$ cat src/rtl/tone_voice_scheduler.sv
// tone_voice_scheduler: picks a note from the player or playback engine and
// streams a click-free square wave into the Audio_Controller FIFO. Phase and
// hold counters advance only on accepted writes, so pitch tracks the codec rate.
module tone_voice_scheduler #(
   parameter logic [31:0] AMPLITUDE = 32'h4B000000,
   parameter int unsigned HP_F4     = 68,
   parameter int unsigned HP_G4     = 61,
   parameter int unsigned HP_B4     = 48,
   parameter int unsigned HP_A4     = 54,
   parameter int unsigned MIN_HOLD  = 2400
) (
   input  logic        CLOCK_50,
   input  logic        resetn,
   input  logic [3:0]  player_req,
   input  logic [3:0]  auto_req,
   input  logic        auto_valid,
   input  logic        audio_out_allowed,
   output logic        write_audio_out,
   output logic [31:0] left_channel_audio_out,
   output logic [31:0] right_channel_audio_out,
   output logic [3:0]  active_note,
   output logic        owner,
   output logic        busy
);

   // Phase counter holds half-periods up to 255 samples.
   localparam int unsigned PW = 8;
   localparam int unsigned HW = $clog2(MIN_HOLD + 1);
   localparam logic [31:0] AMP_NEG = ~AMPLITUDE + 32'd1;

   typedef enum logic [1:0] {
      S_IDLE    = 2'd0,
      S_PLAY    = 2'd1,
      S_RELEASE = 2'd2
   } state_t;

   state_t          state, state_nxt;
   logic [PW-1:0]   phase;
   logic [PW-1:0]   hp_cur;
   logic            polarity;
   logic [HW-1:0]   hold;

   logic [3:0]      req_vec;
   logic            req_src;
   logic            req_any;
   logic [3:0]      note_sel;
   logic [PW-1:0]   hp_sel;
   logic            boundary;
   logic            hold_sat;
   logic            changed;
   logic            start;
   logic            relatch;
   logic [31:0]     sample;

   // Source selection: the player always outranks the playback engine.
   always_comb begin
      req_vec = 4'd0;
      req_src = 1'b0;
      if (player_req != 4'd0) begin
         req_vec = player_req;
         req_src = 1'b0;
      end else if (auto_valid && (auto_req != 4'd0)) begin
         req_vec = auto_req;
         req_src = 1'b1;
      end
   end

   assign req_any = |req_vec;

   // Lowest set bit wins; map it to a one-hot note and its half-period.
   always_comb begin
      note_sel = 4'd0;
      hp_sel   = PW'(HP_F4);
      if (req_vec[0]) begin
         note_sel = 4'b0001;
         hp_sel   = PW'(HP_F4);
      end else if (req_vec[1]) begin
         note_sel = 4'b0010;
         hp_sel   = PW'(HP_G4);
      end else if (req_vec[2]) begin
         note_sel = 4'b0100;
         hp_sel   = PW'(HP_B4);
      end else if (req_vec[3]) begin
         note_sel = 4'b1000;
         hp_sel   = PW'(HP_A4);
      end
   end

   assign boundary = write_audio_out && (phase == (hp_cur - PW'(1)));
   assign hold_sat = (hold >= HW'(MIN_HOLD));
   assign changed  = req_any && ((note_sel != active_note) || (req_src != owner));
   assign start    = (state == S_IDLE) && req_any;
   assign relatch  = (state == S_PLAY) && boundary && changed;

   // State register.
   always_ff @(posedge CLOCK_50 or negedge resetn) begin
      if (!resetn) begin
         state <= S_IDLE;
      end else begin
         state <= state_nxt;
      end
   end

   // Next-state logic: note stops only take effect on a half-period boundary.
   always_comb begin
      state_nxt = state;
      case (state)
         S_IDLE: begin
            if (req_any) begin
               state_nxt = S_PLAY;
            end
         end
         S_PLAY: begin
            if (boundary && !req_any && hold_sat) begin
               state_nxt = S_RELEASE;
            end
         end
         S_RELEASE: begin
            if (boundary) begin
               state_nxt = S_IDLE;
            end
         end
         default: state_nxt = S_IDLE;
      endcase
   end

   // Output logic: writes and samples exist only while a note is sounding.
   always_comb begin
      write_audio_out = 1'b0;
      sample          = 32'd0;
      busy            = 1'b0;
      case (state)
         S_PLAY, S_RELEASE: begin
            write_audio_out = audio_out_allowed;
            sample          = polarity ? AMPLITUDE : AMP_NEG;
            busy            = 1'b1;
         end
         default: begin
            write_audio_out = 1'b0;
            sample          = 32'd0;
            busy            = 1'b0;
         end
      endcase
   end

   assign left_channel_audio_out  = sample;
   assign right_channel_audio_out = sample;

   // Tone datapath: note latch, phase/polarity and minimum-hold counters.
   always_ff @(posedge CLOCK_50 or negedge resetn) begin
      if (!resetn) begin
         phase       <= '0;
         polarity    <= 1'b1;
         hold        <= '0;
         active_note <= 4'd0;
         owner       <= 1'b0;
         hp_cur      <= PW'(HP_F4);
      end else if (start) begin
         active_note <= note_sel;
         owner       <= req_src;
         hp_cur      <= hp_sel;
         phase       <= '0;
         polarity    <= 1'b1;
         hold        <= '0;
      end else if (write_audio_out) begin
         if (boundary) begin
            phase    <= '0;
            polarity <= ~polarity;
         end else begin
            phase    <= phase + PW'(1);
         end

         if (relatch) begin
            active_note <= note_sel;
            owner       <= req_src;
            hp_cur      <= hp_sel;
            hold        <= '0;
         end else if (!hold_sat) begin
            hold        <= hold + HW'(1);
         end

         if ((state == S_RELEASE) && boundary) begin
            active_note <= 4'd0;
         end
      end
   end

endmodule

$ cat config.mk
export PLATFORM = sky130hd
export DESIGN_NAME = tone_voice_scheduler
export DESIGN_NICKNAME = d
export VERILOG_FILES = /design/src/rtl/tone_voice_scheduler.sv
export SDC_FILE = /design/constraint.sdc
export NUM_CORES = 1
export LEC_CHECK = 0
export BUFFER_PORTS_ARGS = -buffer_cell sky130_fd_sc_hd__buf_4
export CORE_MARGIN = 2
export CORE_UTILIZATION = 35
export DETAILED_ROUTE_END_ITERATION = 10
export PLACE_DENSITY = 0.63
export SLEW_MARGIN = 25
export SYNTH_ARGS = -nofsm -noshare
export SYNTH_HDL_FRONTEND = slang
export SYNTH_SLANG_ARGS = --single-unit
$ cat constraint.sdc
create_clock -name CLOCK_50 -period 3.3 [get_ports CLOCK_50]
set_input_delay 0.825 -clock CLOCK_50 [delete_from_list [all_inputs] [get_ports CLOCK_50]]
set_output_delay 0.825 -clock CLOCK_50 [all_outputs]
set_load 0.05 [all_outputs]
==> results of run 1 <==
[kinds of logic (layout without fill, tap and decap cells)]
kind of cell / count (synthesis) / in the layout
flip-flops: 33 / 33
AND/OR/NAND/NOR: 85 / 85
AO/OA/AOI/OAI: 40 / 40
other: 1 / 48
XOR/XNOR: 24 / 24
buffers and inverters: 78 / 59
multiplexers: 8 / 8
adder cells (fa/ha/maj): 8 / 8
[power groups by stage]
stage	combinational, W	sequential, W	clock, W
final	0.000380	0.000570	0.000388
after floorplan	0.000363	0.000556	0
after detailed placement	0.000382	0.000575	0
after CTS	0.000383	0.000569	0.000401
after global placement	0.000372	0.000570	0
after global routing	0.000420	0.000585	0.000420
[how the worst min path moves through the flow]
stage | end | slack [ns] | cells after the start
2_1_floorplan | hp_cur[6] | 0.47 | 2
4_1_cts | state[1] | 0.50 | 1
5_1_grt | hold[11] | 0.52 | 1
3_3_place_gp | hp_cur[6] | 0.49 | 2
6_report | phase[2] | 0.49 | 1
3_5_place_dp | hp_cur[6] | 0.49 | 2
[cells in the mapped netlist, types with 2 or more instances]
library cell  instances
a211oi_1              2
a21oi_1               6
a31oi_1               3
a32o_1                4
and3_1                4
buf_4                62
dfrtp_1              30
dfstp_2               3
ha_1                  8
inv_1                14
mux2_1                3
mux2i_1               5
nand2_1              12
nand3_1               7
nand4_1               9
nor2_1               29
nor2b_1               3
nor3_1                3
o21ai_0               2
o21ai_1               2
o31a_1                2
o41ai_1               2
xnor2_1               7
xor2_1               17
[flip-flops by register name (all words and copies together), names as in the netlist]
signal,count
hold,12
phase,8
hp_cur,5
active_note,4
state,2
owner,1
polarity,1
[area by class of cell]
cell class / count / share of cell area
Sequential cell: 33 / 0.2981
Multi-Input combinational cell: 213 / 0.4969
Inverter: 14 / 0.01888
Clock inverter: 1 / 0.01079
Clock buffer: 7 / 0.03103
Tap cell: 99 / 0.04451
Timing Repair Buffer: 37 / 0.09982
[worst max-delay path: cells and delay by family, from the launching register on]
kind	cells	cell delay, ns
AND/OR/NAND/NOR	4	1.00
buffers and inverters	1	0.15
flip-flops	1	0.44
multiplexers	1	0.36
AO/OA/AOI/OAI	2	0.59
adder cells (fa/ha/maj)	1	0.19
[per-layer routing]
| layer | global-route usage | vias up | wire length, um |
|---|---|---|---|
| met4 | 0.03256 | 0 | 42 |
| met5 | 0 | - | 0 |
| met3 | 0.02834 | 4 | 227 |
| met1 | 0.1664 | 915 | 2225 |
| li1 | - | 913 | - |
| met2 | 0.1918 | 52 | 2228 |
[stage by stage]
stage / hold slack [ns] / area (um2) / instances / power [W] / util
2_1_floorplan: 0.4657 / 2746 / 324 / 0.0009186 / -
3_3_place_gp: 0.4927 / 2666 / 396 / 0.0009417 / 0.3716
3_5_place_dp: 0.4911 / 2666 / 396 / 0.0009572 / 0.3716
4_1_cts: 0.4991 / 2783 / 404 / 0.001353 / 0.3878
5_1_grt: 0.5158 / 2783 / 404 / 0.001425 / 0.3878
6_report: 0.4901 / 2783 / 404 / 0.001338 / 0.3878
==> impl_metrics.yaml, run 1 <==
run:
  max-cap-violations: 0
placement:
  port_buffers: 34
  dp_hpwl_mm: 3.636
  gp_congestion: 0.8284
  pre_cts_slack_ns: 0.2414
drt:
  route.vias.total: 1884
  drt_iter0_markers: 116
  drc: 0
  first_pass_iters: 4
  drt-total-wl_mm: 4.724
  viasPerCell: 4.663
  ant_nets: 0
  wl_per_cell_um: 11.69
critical_path:
  cp-endpoint: "hp_cur[5]"
  crit_path_max_incr_delay_ns: 0.48
  r2r-start: "hp_cur[3]"
  slowest_stage: "o31ai_4"
  startpoint: "hp_cur[3]"
  reg2reg_depth: 9
  crit_path_end_kind: "register"
  r2r_slack_ns: 0.45
  crit_type: "register to register"
  cp.required_ns: 3.46
  crit_fanout: 11
  worst_ep_arrival_time_ns: 3.01
  r2r_end: "hp_cur[5]"
  start_kind: "register"
  cp_cell_sequence: "inv_1, ha_1, or3b_4, and4bb_1, a211o_1, and3_4, nand2_4, o31ai_4, mux2_1"
sta:
  rsz0062_at_grt: "no"
  max_freq_mhz: 351.1
  fin_crit_ns: 2.848
  hold_viol_final: 0
  setup_tns_ns: 0
  max_slew_margin: 0.4458
  fin_skew_ns: 0.007670
  tightest_slew_ns: 0.8314
  finalCritPeriodShare: 0.8630
  setup_slack_ns: 0.4521
  slew_violations: 0
  setup_viol: 0
yosys:
  synth_fa_ha_area_frac: 0.03895
  synth-seq-cells: 33
  yosysWarnings: 0
  ys_async_sr_fraction: 1.000
  synth-simple-area-share: 0.1865
  syn_area_um2: 2570
  synth_ff_type: "dfrtp_1"
  netlist_instances: 277
  synth_compound_area_frac: 0.1280
  synth_top_family_by_area: "buffers and inverters"
  syn_area_per_cell_um2: 9.278
  synth-seq-area-share: 0.3228
  synth.area.top_cells: "dfrtp_1 (29%), buf_4 (18%), xor2_1 (5.8%), nor2_1 (4.2%), ha_1 (3.9%)"
  synth-edff-count: 0
  synth.distinct_cells: 62
  synth_xor_xnor_area_share: 0.08179
  yosysTopAreaCell: "dfrtp_1"
  synth_mux_area_frac: 0.03262
  synth_top_area_frac: 0.2921
floorplanning:
  coreArea_um2: 7176
  dieArea_um2: 8044
  io_pins: 83
  die_w_um: 89.69
  die_y_um: 89.69
  initial_utilization: 0.3582
  placementRows: 31
power_and_ir_drop:
  power_density_nw_per_um2: 480.7
  p_seq_frac: 0.426
  switching_share: 0.3724
  internal_power_w: 0.0008396
  p_switching_w: 0.0004981
  irDropWorstVdd_v: 0.0002245
  clkPwrFrac: 0.290
  p_leak_nw: 1.340
  combPwrFrac: 0.284
status:
  status: "complete, no violations"
clock_tree:
  cts_sinks: 33
  numCtsBuffers: 5
  post_cts_buffers: 0
  postCtsHoldBufs: 0
  clock_tree.root_cell: "clkbuf_8"
  cts_tree: "done"
  clock_latency_ns: 0.28
  cts_max_level: 2
  cts_max_path_buffers: 2
  clk_pin_slew_ns: 0.07
  ctsResizeCount: 0
cells_and_area:
  nFillCells: 737
  syn_to_final_growth_pct: 8.277
  antenna_cells: 0
  seq_area_um2: 829.5
  drive_gt1_frac: 0.1967
  multiInputGateArea_um2: 1383
  final_common_cell: "conb_1"
  fin_nets: 324
  mostFrequentLayoutCells: "conb_1 (48), buf_4 (37), dfrtp_1 (30), nor2_1 (29), xor2_1 (17)"
global_routing:
  grt_first_pass_wirelength_mm: 7.617
  antenna_found_initial: 0
  track_usage: 0.1211
  grt_pass1_vias: 1644
  overflow: 0
  grt_max_degree: 34
hold_path:
  hold_class: "input port to asynchronous set/reset pin"
Note: power is estimated with default switching activity, not from simulation.
==> inputs of run 2 (changes only) <==
--- a/config.mk
+++ b/config.mk
@@ -5,7 +5,7 @@
 export SDC_FILE = /design/constraint.sdc
 export NUM_CORES = 1
 export LEC_CHECK = 0
-export BUFFER_PORTS_ARGS = -buffer_cell sky130_fd_sc_hd__buf_4
+export BUFFER_PORTS_ARGS = -buffer_cell sky130_fd_sc_hd__clkbuf_2
 export CORE_MARGIN = 2
 export CORE_UTILIZATION = 35
 export DETAILED_ROUTE_END_ITERATION = 10
==> run 2 against run 1 <==
Count of clock-buffer cells in the layout stayed put. Clock skew down 0.0018 ns. Cell count is the same. Utilization fell by 1.2 points. Sequential cell count unchanged. Total power rose by 0.17%. Combinational power decreased by 2%. Register-to-register slack worse by 0.03 ns. Die area is the same. Design area fell by 3.1%. Critical path type unchanged. Largest cell class unchanged.
==> impl_metrics.yaml, run 2 (synthesis results as in run 1) <==
status:
  status: "complete, no violations"
drt:
  first_pass_iters: 4
  ant_nets: 0
  viasPerCell: 4.668
  route.vias.total: 1886
  drc: 0
  drt-total-wl_mm: 4.740
  drt_iter0_markers: 110
  wl_per_cell_um: 11.73
cells_and_area:
  final_area_um2: 2698
  syn_to_final_growth_pct: 4.966
  mostFrequentLayoutCells: "conb_1 (48), clkbuf_2 (34), dfrtp_1 (30), nor2_1 (29), xor2_1 (17)"
  drive_gt1_frac: 0.1967
  largest_reg_flops: 12
  fin_nets: 324
  regMostFlops: "hold"
  utilization: 0.3759
  antenna_cells: 0
  final_common_cell: "conb_1"
  reg_top3: "hold (12), phase (8), hp_cur (5)"
clock_tree:
  postCtsHoldBufs: 0
  cts_sinks: 33
  cts_max_path_buffers: 2
  clock_tree.root_cell: "clkbuf_8"
  cts_tree: "done"
  post_cts_buffers: 0
  clock_latency_ns: 0.29
  ctsResizeCount: 0
  cts_max_level: 2
  clk_pin_slew_ns: 0.07
  numCtsBuffers: 5
sta:
  max_freq_mhz: 347.8
  fin_skew_ns: 0.005898
  hold_viol_final: 0
  setup_viol: 0
  tightest_slew_ns: 0.8088
  fin_crit_ns: 2.875
  slew_violations: 0
  rsz0062_at_grt: "no"
  finalCritPeriodShare: 0.8712
  setup_tns_ns: 0
  max_slew_margin: 0.4608
floorplanning:
  coreArea_um2: 7176
  dieArea_um2: 8044
  die_y_um: 89.69
  initial_utilization: 0.3582
  die_w_um: 89.69
  placementRows: 31
  io_pins: 83
placement:
  port_buffers: 34
  dpl-instance-area_um2: 2581
  dp_hpwl_mm: 3.601
  gp_congestion: 0.8174
global_routing:
  grt_max_degree: 34
  grt_first_pass_wirelength_mm: 7.983
  antenna_found_initial: 0
  track_usage: 0.1276
  grt_pass1_vias: 1687
  overflow: 0
power_and_ir_drop:
  irDropWorstVdd_v: 0.0001866
  p_total_w: 0.001340
  power_density_nw_per_um2: 496.7
  p_leak_nw: 1.318
run:
  max-cap-violations: 0
critical_path:
  crit_type: "register to register"
  crit_path_end_kind: "register"
  worst_ep_arrival_time_ns: 3.09
  crit_fanout: 13
  cp.required_ns: 3.52
  start_kind: "register"
hold_path:
  hold_class: "register to register"
run 2: cell count changes in the layout (fill, tap and decap cells not counted):
cell      delta
clkbuf_2    +34
buf_4       -34
run 2: report_power, final:
group          total, W  switching [W]  internal (W)
clock          0.000400       0.000154      0.000246
sequential     0.000567      0.0000921      0.000475
combinational  0.000373       0.000262      0.000111
run 2: metal layers:
metal | vias to the layer above | track usage | wire length, um
li1 | 912 | - | -
met1 | 918 | 0.1805 | 2256
met2 | 50 | 0.1885 | 2183
met3 | 6 | 0.03382 | 237
met4 | 0 | 0.04342 | 62
met5 | - | 0 | 0
run 2: critical path: stages, from the launching register on:
cell and delay [ns]:
dfrtp_1 0.44, inv_1 0.14, ha_1 0.19, or3b_4 0.40, a211oi_1 0.25, a211o_1 0.14, and3_4 0.20, nand2_4 0.11
o31ai_4 0.44, buf_4 0.28, mux2i_1 0.19
run 2: final cells by class:
class | count | area [um2]
flip-flops and latches | 33 | 829.5
clock buffers | 7 | 86.33
multi-input cells | 213 | 1383
repair buffers | 37 | 192.7
well taps | 99 | 123.9
clock inverters | 1 | 30.03
fillers | 733 | 4478
inverters | 14 | 52.55
run 2: per-stage QoR:
stage | setup WS, ns | hold slack [ns] | instances
floorplan | 0.06861 | 0.4657 | 324
global placement | 0.3145 | 0.4936 | 396
detailed placement | 0.2403 | 0.4919 | 396
CTS | 0.3993 | 0.5110 | 404
global route | 0.2128 | 0.5438 | 404
finish | 0.4251 | 0.5115 | 404
run 2: worst paths after layout:
| kind | startpoint | to | slack, ns | cells after the start |
|---|---|---|---|---|
| worst max register to register | hp_cur[3] | owner | 0.43 | 10 |
| worst min register to register | hp_cur[6] | hp_cur[6] | 0.51 | 2 |
| worst min-delay path | hp_cur[6] | hp_cur[6] | 0.51 | 2 |
| max in group asynchronous | resetn | hold[0] | 2.17 | 1 |
| min in group asynchronous | resetn | hold[2] | 0.62 | 1 |
| worst max-delay path | hp_cur[3] | owner | 0.43 | 10 |
==> inputs of run 3 (changes only) <==
--- a/config.mk
+++ b/config.mk
@@ -5,11 +5,11 @@
 export SDC_FILE = /design/constraint.sdc
 export NUM_CORES = 1
 export LEC_CHECK = 0
-export BUFFER_PORTS_ARGS = -buffer_cell sky130_fd_sc_hd__clkbuf_2
 export CORE_MARGIN = 2
 export CORE_UTILIZATION = 35
 export DETAILED_ROUTE_END_ITERATION = 10
-export PLACE_DENSITY = 0.63
+export DONT_BUFFER_PORTS = 1
+export PLACE_DENSITY_LB_ADDON = 0.2
 export SLEW_MARGIN = 25
 export SYNTH_ARGS = -nofsm -noshare
 export SYNTH_HDL_FRONTEND = slang
==> run 3 against run 2 <==
Cell count fell by 7.7%. Largest cell class unchanged. Largest power group unchanged. Critical path type is now register to primary output. Clock power fell by 14%. Combinational power fell by 7.5%. Critical endpoint is now right_channel_audio_out[26]. Sequential power rose by 0.9%. Setup slack got worse by 0.012 ns. Highest routed layer unchanged.
==> impl_metrics.yaml, run 3 (synthesis results as in run 1) <==
status:
  status: "complete, no violations"
floorplanning:
  placementRows: 31
  die_y_um: 89.69
  io_pins: 83
  dieArea_um2: 8044
  coreArea_um2: 7176
  die_w_um: 89.69
  initial_utilization: 0.3582
critical_path:
  cp_top_family: "buffers and inverters"
  crit_fanout: 5
  crit_path_end_kind: "primary output"
  worst_ep_arrival_time_ns: 2.06
  crit_type: "register to primary output"
  start_kind: "register"
  cp.required_ns: 2.47
  critPathBufInv: 3
  slowest_stage: "buf_4"
  crit_path_max_incr_delay_ns: 0.41
  cp_cell_sequence: "inv_1, ha_1, buf_4, nor2b_4, buf_12"
clock_tree:
  numCtsBuffers: 5
  clk_pin_slew_ns: 0.08
  clock_tree.root_cell: "clkbuf_8"
  cts_max_path_buffers: 2
  cts_max_level: 2
  cts_tree: "done"
  cts_sinks: 33
  postCtsHoldBufs: 0
  post_cts_buffers: 0
  clock_latency_ns: 0.29
  ctsResizeCount: 0
sta:
  fin_skew_ns: 0.01162
  hold_viol_final: 0
  slew_violations: 0
  tightest_slew_ns: 0.8229
  finalCritPeriodShare: 0.8749
  setup_tns_ns: 0
  rsz0062_at_grt: "no"
  setup_viol: 0
  fin_crit_ns: 2.887
  max_freq_mhz: 346.3
  setup_slack_ns: 0.4127
  max_slew_margin: 0.4514
cells_and_area:
  reg_top3: "hold (12), phase (8), hp_cur (5)"
  regMostFlops: "hold"
  nFillCells: 761
  drive_gt1_frac: 0.1168
  mostFrequentLayoutCells: "conb_1 (48), dfrtp_1 (30), nor2_1 (29), xor2_1 (17), inv_1 (14)"
  fin_nets: 293
  final_common_cell: "conb_1"
  antenna_cells: 0
  syn_to_final_growth_pct: 0.4870
  largest_reg_flops: 12
drt:
  viasPerCell: 4.654
  drt-total-wl_mm: 4.733
  drt_iter0_markers: 82
  ant_nets: 0
  wl_per_cell_um: 12.69
  first_pass_iters: 4
  route.vias.total: 1736
  drc: 0
placement:
  port_buffers: 0
  dp_hpwl_mm: 3.533
  pre_cts_slack_ns: 0.4144
  gp_congestion: 0.8161
global_routing:
  grt_first_pass_wirelength_mm: 7.776
  track_usage: 0.1262
  grt_max_degree: 34
  grt_pass1_vias: 1608
  overflow: 0
  antenna_found_initial: 0
power_and_ir_drop:
  p_leak_nw: 1.217
  irDropWorstVdd_v: 0.0002585
  power_density_nw_per_um2: 487.8
run:
  max-cap-violations: 0
hold_path:
  hold_class: "input port to asynchronous set/reset pin"
==> run 3: changes by cell type in the layout (fill, tap and decap cells not counted), sizes merged <==
cell | before | now
bufinv | 1 | 0
clkinv | 0 | 1
buf | 3 | 6
clkbuf | 41 | 7
==> run 3: worst reg2reg max path, stage by stage (launching register included) <==
cell and delay (ns):
dfrtp_1 0.43, inv_1 0.14, ha_1 0.19, or3b_4 0.40
a211oi_1 0.25, a211o_1 0.13, and3_4 0.20, nand2_4 0.11
o31ai_4 0.46, buf_4 0.28, mux2i_1 0.19
==> run 3: per-layer routing <==
layer / vias to the layer above / part of all wire / track usage / wire (um)
li1: 849 / - / - / -
met1: 833 / 0.47 / 0.1706 / 2207
met2: 48 / 0.47 / 0.1992 / 2213
met3: 6 / 0.057 / 0.03565 / 269
met4: 0 / 0.0089 / 0.03256 / 42
met5: - / 0 / 0 / 0
==> run 3: final cells by class <==
class / count / area, um2 / share of cell area
Sequential cell: 33 / 829.5 / 0.3212
Multi-Input combinational cell: 213 / 1393 / 0.5392
Timing Repair Buffer: 6 / 82.58 / 0.03198
Clock inverter: 1 / 5.005 / 0.001938
Clock buffer: 7 / 96.34 / 0.03731
Inverter: 14 / 52.55 / 0.02035
Tap cell: 99 / 123.9 / 0.04797
==> run 3: final timing paths <==
kind / startpoint / cells past startpoint / to / slack, ns
max in group asynchronous: resetn / 0 / hp_cur[6] / 2.90
min: resetn / 0 / phase[3] / 0.23
min reg2reg: hp_cur[6] / 2 / hp_cur[6] / 0.52
max reg2reg: hp_cur[3] / 10 / owner / 0.45
max: state[0] / 5 / right_channel_audio_out[26] / 0.41
min in group CLOCK_50: hp_cur[6] / 2 / hp_cur[6] / 0.52
==> run 3: stage by stage <==
| step | power [W] | cells | util | hold slack, ns | instance area [um2] |
|---|---|---|---|---|---|
| global route | 0.001351 | 373 | 0.3599 | 0.2058 | 2582 |
| floorplan | 0.0009186 | 324 | - | 0.4657 | 2746 |
| global placement | 0.0009233 | 365 | 0.3458 | 0.5110 | 2481 |
| detailed placement | 0.0009251 | 365 | 0.3458 | 0.5077 | 2481 |
| finish | 0.001260 | 373 | 0.3599 | 0.2263 | 2582 |
| CTS | 0.001279 | 373 | 0.3599 | 0.2166 | 2582 |
==> run 3: power breakdown <==
part,switching [W],leakage [nW],internal (W)
clock,0.000153,0.0542,0.000189
sequential,0.0000975,0.412,0.000475
combinational,0.000239,0.750,0.000106
